==> src/rtl/referee_wrr.sv <==
// Weighted round-robin referee: pops one source FIFO per grant, forwards the word to the destination named in its dest field.
// Latency: pop registered on the grant edge; push two cycles after the pop; back-to-back transfers start every 3 cycles.
// Backpressure: any almost-full destination or disabled enable holds off new grants; an in-flight transfer always completes.
module referee_wrr #(
    parameter int NUM_CH      = 4,
    parameter int NUM_DEST    = 4,
    parameter int LINE_SIZE   = 12,
    parameter int CLASS_BITS  = 2,
    parameter int DEST_BITS   = 2,
    parameter int WEIGHT_BITS = 2
) (
    input  logic                          clk,
    input  logic                          reset,
    input  logic [NUM_CH-1:0]             almost_empty_signal,
    input  logic [NUM_DEST-1:0]           almost_full_signal,
    input  logic [LINE_SIZE-1:0]          data_in,
    input  logic [NUM_CH*WEIGHT_BITS-1:0] weight_cfg,
    input  logic                          enable,
    output logic [NUM_CH-1:0]             pop_signal,
    output logic [NUM_DEST-1:0]           push_signal,
    output logic [LINE_SIZE-1:0]          data_out,
    output logic                          dest_err,
    output logic [15:0]                   tx_count,
    output logic                          idle
);

    localparam int PTR_W  = $clog2(NUM_CH);
    localparam int USED_W = WEIGHT_BITS + 1;

    typedef enum logic [1:0] {ARB, POP, LATCH, PUSH} state_t;

    state_t              state;
    logic [PTR_W-1:0]    ptr;
    logic [USED_W-1:0]   used;

    logic [NUM_CH-1:0]   eligible;
    logic                any_eligible;
    logic [PTR_W-1:0]    grant_ch;
    logic [USED_W-1:0]   grant_used;
    logic [PTR_W-1:0]    cand;
    logic                found;
    logic [PTR_W-1:0]    next_ptr;
    logic [USED_W-1:0]   next_used;
    logic [NUM_CH-1:0]   pop_onehot;

    logic [DEST_BITS-1:0] word_dest;
    logic                 dest_ok;
    logic [NUM_DEST-1:0]  push_onehot;

    // Grant quota of a channel is its weight field plus one (1..2^WEIGHT_BITS).
    function automatic logic [USED_W-1:0] quota_of(input logic [NUM_CH*WEIGHT_BITS-1:0] w,
                                                   input logic [PTR_W-1:0] ch);
        return {1'b0, w[int'(ch)*WEIGHT_BITS +: WEIGHT_BITS]} + USED_W'(1);
    endfunction

    assign eligible     = (enable && !(|almost_full_signal)) ? ~almost_empty_signal : '0;
    assign any_eligible = |eligible;

    // Pick the next grant: stay on ptr while its quota lasts, else first eligible channel after ptr.
    always_comb begin
        grant_ch   = ptr;
        grant_used = used + USED_W'(1);
        found      = 1'b0;
        cand       = '0;
        if (!(eligible[ptr] && (used < quota_of(weight_cfg, ptr)))) begin
            for (int k = 1; k <= NUM_CH; k++) begin
                cand = PTR_W'((int'(ptr) + k) % NUM_CH);
                if (!found && eligible[cand]) begin
                    found      = 1'b1;
                    grant_ch   = cand;
                    grant_used = USED_W'(1);
                end
            end
        end
        // Quota exhausted by this grant: move on to the following channel with a fresh count.
        if (grant_used == quota_of(weight_cfg, grant_ch)) begin
            next_ptr  = PTR_W'((int'(grant_ch) + 1) % NUM_CH);
            next_used = '0;
        end else begin
            next_ptr  = grant_ch;
            next_used = grant_used;
        end
        pop_onehot           = '0;
        pop_onehot[grant_ch] = 1'b1;
    end

    assign word_dest = data_in[LINE_SIZE-CLASS_BITS-1 -: DEST_BITS];
    assign dest_ok   = int'(word_dest) < NUM_DEST;

    // Decode the destination of the incoming word into a one-hot push; out-of-range dest pushes nowhere.
    always_comb begin
        push_onehot = '0;
        for (int d = 0; d < NUM_DEST; d++) begin
            if (dest_ok && (word_dest == DEST_BITS'(d))) begin
                push_onehot[d] = 1'b1;
            end
        end
    end

    // Transfer FSM; the PUSH cycle also arbitrates so a new pop can follow immediately.
    always_ff @(posedge clk or posedge reset) begin
        if (reset) begin
            state       <= ARB;
            ptr         <= '0;
            used        <= '0;
            pop_signal  <= '0;
            push_signal <= '0;
            data_out    <= '0;
            dest_err    <= 1'b0;
            tx_count    <= '0;
        end else begin
            case (state)
                ARB, PUSH: begin
                    push_signal <= '0;
                    dest_err    <= 1'b0;
                    if (any_eligible) begin
                        pop_signal <= pop_onehot;
                        ptr        <= next_ptr;
                        used       <= next_used;
                        state      <= POP;
                    end else begin
                        pop_signal <= '0;
                        state      <= ARB;
                    end
                end
                POP: begin
                    pop_signal <= '0;
                    state      <= LATCH;
                end
                LATCH: begin
                    data_out    <= data_in;
                    push_signal <= push_onehot;
                    dest_err    <= !dest_ok;
                    if (dest_ok) begin
                        tx_count <= tx_count + 16'd1;
                    end
                    state <= PUSH;
                end
                default: begin
                    state <= ARB;
                end
            endcase
        end
    end

    assign idle = (state == ARB) && !(|pop_signal);

endmodule

==> config.mk <==
export PLATFORM = sky130hd
export DESIGN_NAME = referee_wrr
export DESIGN_NICKNAME = d
export VERILOG_FILES = /design/src/rtl/referee_wrr.sv
export SDC_FILE = /design/constraint.sdc
export NUM_CORES = 1
export LEC_CHECK = 0
export CAP_MARGIN = 25
export CORE_UTILIZATION = 35
export CTS_CLUSTER_DIAMETER = 60
export DETAILED_ROUTE_END_ITERATION = 16
export DONT_BUFFER_PORTS = 1
export SETUP_SLACK_MARGIN = 0.3
export SYNTH_ARGS = -nofsm -noshare
export SYNTH_HDL_FRONTEND = slang
export SYNTH_SLANG_ARGS = --single-unit
==> constraint.sdc <==
create_clock -name clk -period 4.9 [get_ports clk]
set_input_delay 0.245 -clock clk [delete_from_list [all_inputs] [get_ports clk]]
set_output_delay 0.245 -clock clk [all_outputs]
set_load 0.01 [all_outputs]
==> results of run 1 <==
## what timing repair did
action | in CTS | in global routing
endpoints found under the hold margin | 18 | 0
buffers inserted | 0 | 9
hold buffers | 1 | 0
setup endpoints to repair | 0 | 5
gates resized for setup | 0 | 20
## final timing paths
kind                                     end  slack (ns)  cells past startpoint
worst min-delay path             data_out[9]         0.1                      1
worst max-delay path                 used[2]        0.42                     22
min in group asynchronous       tx_count[13]        0.53                      3
worst min register to register  tx_count[15]        0.54                      1
worst max register to register       used[2]        0.42                     22
max in group asynchronous             ptr[1]        3.95                      3
## sequential cells by signal (all words and copies together) (netlist names)
name	cells
pop_signal	4
data_out	12
used	3
push_signal	4
tx_count	16
ptr	2
state	2
## cell type report
type                       instances  area [µm²]  area share (%)
clock inverter                     1        7.51           0.244
tap                               99         124            4.03
inverter                           9        33.8            1.10
timing repair buffer              16         126            4.11
clock buffer                       7        96.3            3.13
sequential                        43        1080            35.0
multi-input combinational        191        1610            52.4
## layout by cell type, fill, tap and decap left out, types with 4 or more instances in the layout
cell type,instances
ha_1,14
nand3_1,11
and3_1,4
dfrtp_1,42
nor3_1,4
nor2_1,13
inv_1,8
o31ai_1,4
o21ai_1,5
xnor2_1,10
xor2_1,6
buf_4,14
nand2_1,22
a22o_1,4
mux2_2,13
clkbuf_8,7
## power breakdown
part	total (mW)	switching [mW]	internal [mW]
registers	0.599	0.138	0.461
logic	0.808	0.422	0.387
clock network	0.250	0.122	0.128
## cell families after synthesis
logic type | Yosys count | share of synthesized area (%)
buffers and inverters | 19 | 3.32
flip-flops | 43 | 40.2
multiplexers | 20 | 9.07
XOR/XNOR | 17 | 5.56
AO/OA/AOI/OAI | 53 | 16.3
adder cells (fa/ha/maj) | 15 | 7.01
AND/OR/NAND/NOR | 85 | 18.5
other | 1 | 0.140
## metrics by stage
step / util, % / cells / power, mW / setup WS (ns)
final: 42.0 / 366 / 1.66 / 0.424
after CTS: 39.6 / 357 / 1.54 / 0.397
after global placement: 38.1 / 348 / 1.26 / 0.598
after floorplan: - / 253 / 1.13 / 0.462
after global routing: 42.0 / 366 / 1.79 / 0.217
after detailed placement: 38.1 / 348 / 1.28 / 0.387
## routing by layer
metal | share of wire (%) | vias to the layer above
met3 | 5.7 | 8
met1 | 46 | 939
li1 | - | 957
met5 | 0 | -
met4 | 1.4 | 0
met2 | 47 | 69
==> flow_metrics.env, run 1 <==
export IMPL_cp_slowest_stage_delay_ns=0.46
export IMPL_status="finished clean"
export IMPL_num_rows=31
export IMPL_crit_arrival_ns=4.64
export IMPL_netlist_area_um2=2680
export IMPL_placedInstanceArea_um2=2790
export IMPL_synthArstFlopShare_pct=100
export IMPL_syn_inst=253
export IMPL_start_util_pct=36.5
export IMPL_fp_dieW_um=89.5
export IMPL_clock_tree_root_cell="clkbuf_8"
export IMPL_drc_errors=0
export IMPL_worst_clock_skew_ns=0.00351
export IMPL_nFillCells=686
export IMPL_startpoint_type="flop"
export IMPL_vias_per_cell=5.39
export IMPL_wl_per_cell_um=15.4
export IMPL_ir_drop_mv=0.130
export IMPL_path_class="flop to flop"
export IMPL_cts_tree="done"
export IMPL_cts_buffer_depth=2
export IMPL_yosysWarnings=0
export IMPL_fin_area_um2=3080
export IMPL_worstPathRequired_ns=5.07
export IMPL_hold_viol=0
export IMPL_synth_seq_cells=43
export IMPL_ant_nets=0
export IMPL_grt_use_met1_pct=18.2
export IMPL_die_height_um=89.5
export IMPL_cp_end_kind="flop"
export IMPL_synth_area_leader_cell="dfrtp_1"
export IMPL_slowest_stage="dfrtp_2"
export IMPL_cp_common_cell="buf_4"
export IMPL_drt_wl_total_um=5650
export IMPL_grt_pass1_vias=1768
export IMPL_achievable_frequency_ghz=0.223
export IMPL_grt_max_degree=44
export IMPL_insertion_delay_ns=0.29
export IMPL_yosysMostFrequentCell="dfrtp_1"
export IMPL_p_per_area_nw_per_um2=539
export IMPL_grt_pass1_wl_um=8530
export IMPL_cts_made_buffers=5
export IMPL_maxSlewViolCount=0
export IMPL_syn_to_final_growth_pct=14.9
export IMPL_critical_path_buf_inv_count=4
export IMPL_leakage_nw=1.30
export IMPL_fin_crit_sh_pct=91.3
export IMPL_r2r_start="ptr[1]"
export IMPL_crit_chain="buf_4 -> mux2i_2 -> a21oi_2 -> ha_4 -> inv_1 -> ha_1 -> a21o_1 -> nor4_4 -> o21a_2 -> nor2_1 -> o21ai_1 -> buf_4 -> mux2i_1 -> a21oi_1 -> ha_1 -> nor2_1 -> and3_4 -> a31oi_4 -> o32a_1 -> buf_4 -> o31ai_4 -> nand3_1"
export IMPL_overflow=0
export IMPL_crit_path_start="ptr[1]"
export IMPL_top_usage_layer="met2"
export IMPL_worst_pin_slew_ns=0.553
export IMPL_drive_gt1_share_pct=27.3
export IMPL_num_vias=1973
export IMPL_yosys_most_used_dff="dfrtp_1"
export IMPL_cp_max_fo=7
export IMPL_hold_ws_ns=0.0966
export IMPL_critPathTopFamily="compound AO/OA/AOI/OAI gates"
export IMPL_drtPass1Iterations=4
export IMPL_ys_seq_area_share_pct=40.2
export IMPL_synth_area_per_cell_um2=10.6
export IMPL_core_um2=7330
export IMPL_grt_use_total_pct=13.8
export IMPL_synthTopCellsByArea="dfrtp_1 (40%), ha_1 (7.0%), mux2_2 (5.9%)"
export IMPL_die_area_um2=8000
export IMPL_period_minus_slack_ns=4.48
export IMPL_synth_net_count=299
export IMPL_drt_iter0_markers=99
export IMPL_synth_edf_count=0
export IMPL_place_hpwl_um=4110
export IMPL_place_gp_congestion=0.844
export IMPL_clock_sinks=43
export IMPL_setup_viol=0
export IMPL_port_buffers=0
export IMPL_diodes=0
export IMPL_max_cap_violations=0
export IMPL_synth_cell_types=70
export IMPL_yosysTopAreaCellShare_pct=40.2
export IMPL_grtUsageMet3_pct=3.14
export IMPL_nets=312
export IMPL_htree_levels=2
export IMPL_io_pins=69
export IMPL_synth_common_cells="dfrtp_1 (43), nand2_1 (22), ha_1 (15), mux2_2 (14), nor2_1 (14)"
export IMPL_clk_pin_slew_ns=0.08
export IMPL_hold_class="input port to flop"
export IMPL_tns_ns=0
export IMPL_worstHoldStart="data_in[9]"
export IMPL_grt_antenna_before_repair=0
export IMPL_use_met2_pct=21.9
export IMPL_slew_headroom_pct=62.6
export IMPL_rsz0062_at_grt="no"
No activity file was read; power rests on OpenSTA's default activity.
==> run 2, diff against run 1 <==
==> constraint.sdc (replaced) <==
create_clock -name clk -period 4.9 [get_ports clk]
set_input_delay 0.735 -clock clk [delete_from_list [all_inputs] [get_ports clk]]
set_output_delay 0.735 -clock clk [all_outputs]
set_load 0.01 [all_outputs]
==> flow_metrics.env, run 2 (synthesized netlist as in run 1, its figures left out) <==
export IMPL_status="finished clean"
export IMPL_drive_gt1_share_pct=25.8
export IMPL_seqPwrFrac_pct=37.1
export IMPL_grt_pass1_wl_um=8160
export IMPL_r2r_start="ptr[1]"
export IMPL_place_hpwl_um=3930
export IMPL_p_per_area_nw_per_um2=533
export IMPL_vias_per_cell=5.40
export IMPL_crit_arrival_ns=4.64
export IMPL_clock_sinks=43
export IMPL_grt_pass1_vias=1717
export IMPL_r2r_slack_ns=0.48
export IMPL_maxSlewViolCount=0
export IMPL_grt_use_met1_pct=17.3
export IMPL_layout_common_cells="dfrtp_1 (42), nand2_1 (22), ha_1 (15)"
export IMPL_num_vias=1978
export IMPL_drc_errors=0
export IMPL_layout_commonest_cell="dfrtp_1"
export IMPL_drt_iter0_markers=105
export IMPL_power_switching_fraction_pct=40.2
export IMPL_ant_nets=0
export IMPL_hold_viol=0
export IMPL_diodes=0
export IMPL_seq_area_um2=1080
export IMPL_ir_drop_mv=0.148
export IMPL_drt_wl_total_um=5380
export IMPL_grtUsageMet3_pct=3.05
export IMPL_slew_headroom_pct=65.1
export IMPL_grt_use_total_pct=13.3
export IMPL_combPwrFrac_pct=47.3
export IMPL_setup_viol=0
export IMPL_top_usage_layer="met2"
export IMPL_num_rows=31
export IMPL_insertion_delay_ns=0.30
export IMPL_placed_cells=347
export IMPL_regMostFlops="tx_count"
export IMPL_cts_buffer_depth=2
export IMPL_grt_antenna_before_repair=0
export IMPL_cp_end_kind="flop"
export IMPL_overflow=0
export IMPL_r2r_cells=21
export IMPL_use_met2_pct=21.1
export IMPL_path_class="flop to flop"
export IMPL_achievable_frequency_ghz=0.226
export IMPL_nFillCells=683
export IMPL_slowest_stage="dfrtp_2"
export IMPL_syn_to_final_growth_pct=13.1
export IMPL_clock_tree_root_cell="clkbuf_8"
export IMPL_io_pins=69
export IMPL_worst_pin_slew_ns=0.523
export IMPL_die_height_um=89.5
export IMPL_worstPathRequired_ns=5.11
export IMPL_internal_power_mw=0.965
export IMPL_core_um2=7330
export IMPL_cp_max_fo=6
export IMPL_tns_ns=0
export IMPL_fp_dieW_um=89.5
export IMPL_layout_cells_non_filler=366
export IMPL_grt_max_degree=44
export IMPL_p_clk_share_pct=15.6
export IMPL_fin_crit_sh_pct=90.2
export IMPL_die_area_um2=8000
export IMPL_max_cap_violations=0
export IMPL_worst_clock_skew_ns=0.00790
export IMPL_clk_pin_slew_ns=0.08
export IMPL_drtPass1Iterations=4
export IMPL_reg_top3="tx_count: 16 flops, data_out: 12 flops"
export IMPL_cp_slowest_stage_delay_ns=0.47
export IMPL_period_minus_slack_ns=4.42
export IMPL_p_switching_mw=0.649
export IMPL_wl_per_cell_um=14.7
export IMPL_largest_register_ffs=16
export IMPL_startpoint_type="flop"
export IMPL_hold_class="input port to async pin"
export IMPL_multi_input_comb_area_um2=1560
export IMPL_nets=312
export IMPL_place_gp_congestion=0.904
export IMPL_crit_chain="buf_6 -> mux2i_4 -> a21oi_2 -> ha_1 -> inv_1 -> ha_1 -> a21o_1 -> nor4_4 -> o21a_2 -> nor2_1 -> o21ai_2 -> mux2_2 -> nor2_1 -> a21oi_1 -> ha_1 -> nor2_1 -> and3_1 -> a31oi_2 -> o32a_1 -> or3_1 -> o211ai_1"
export IMPL_cts_tree="done"
export IMPL_port_buffers=0
export IMPL_crit_path_start="ptr[1]"
export IMPL_rsz0062_at_grt="yes"
export IMPL_htree_levels=2
export IMPL_start_util_pct=36.5
export IMPL_cts_made_buffers=5
export IMPL_leakage_nw=1.29
-- run 2: changes by cell type in the layout (fill, tap and decap cells not counted), sizes merged --
cell / before / now
buf: 15 / 16
dlygate4sd3: 1 / 0
-- run 2: final cells by class --
class / instances / area share [%]
Multi-Input combinational cell: 191 / 51.6
Sequential cell: 43 / 35.6
Timing Repair Buffer: 16 / 4.21
Tap cell: 99 / 4.09
Clock buffer: 7 / 3.18
Inverter: 9 / 1.12
Clock inverter: 1 / 0.248
-- run 2: per-layer routing --
layer	vias up	part of all wire, %
met1	948	46
met3	5	6.5
met5	-	0
met4	0	1.3
met2	66	46
li1	959	-
-- run 2: stage by stage --
step	setup slack, ns	cell area (µm²)	util (%)	power, mW	hold slack (ns)
after floorplan	0.334	2680	-	1.13	0.481
final	0.479	3030	41.3	1.61	0.459
after CTS	0.329	2890	39.4	1.52	0.482
after global placement	0.343	2780	38.0	1.25	0.525
after global routing	0.266	3030	41.3	1.75	0.520
after detailed placement	0.202	2780	38.0	1.27	0.533
-- run 2: power by group through the flow --
| stage | Combinational (mW) | Clock [mW] | Sequential, mW |
|---|---|---|---|
| 2_1_floorplan | 0.553 | 0 | 0.577 |
| 3_3_place_gp | 0.650 | 0 | 0.604 |
| 3_5_place_dp | 0.661 | 0 | 0.607 |
| 4_1_cts | 0.663 | 0.259 | 0.601 |
| 5_1_grt | 0.847 | 0.276 | 0.622 |
| 6_report | 0.764 | 0.252 | 0.598 |
-- run 2: timing repair --
item | CTS | global route
resized for setup | 0 | 12
hold buffers | 0 | 0
endpoints found under the setup margin | 0 | 5
buffers inserted | 0 | 11
-- run 2: worst paths after layout --
kind | end
setup / recovery | ptr[1]
hold / removal | tx_count[15]
setup reg to reg | ptr[1]
hold reg to reg | tx_count[15]
max in group asynchronous | ptr[1]
min in group clk | tx_count[15]
-- run 2: critical path, delay by kind of cell, from the launching register on --
family,cells,cell delay (ns)
mux,2,0.53
fa+ha+maj,3,0.79
compound gates,8,1.28
flops,1,0.47
simple gates,6,1.08
buf+inv,2,0.19
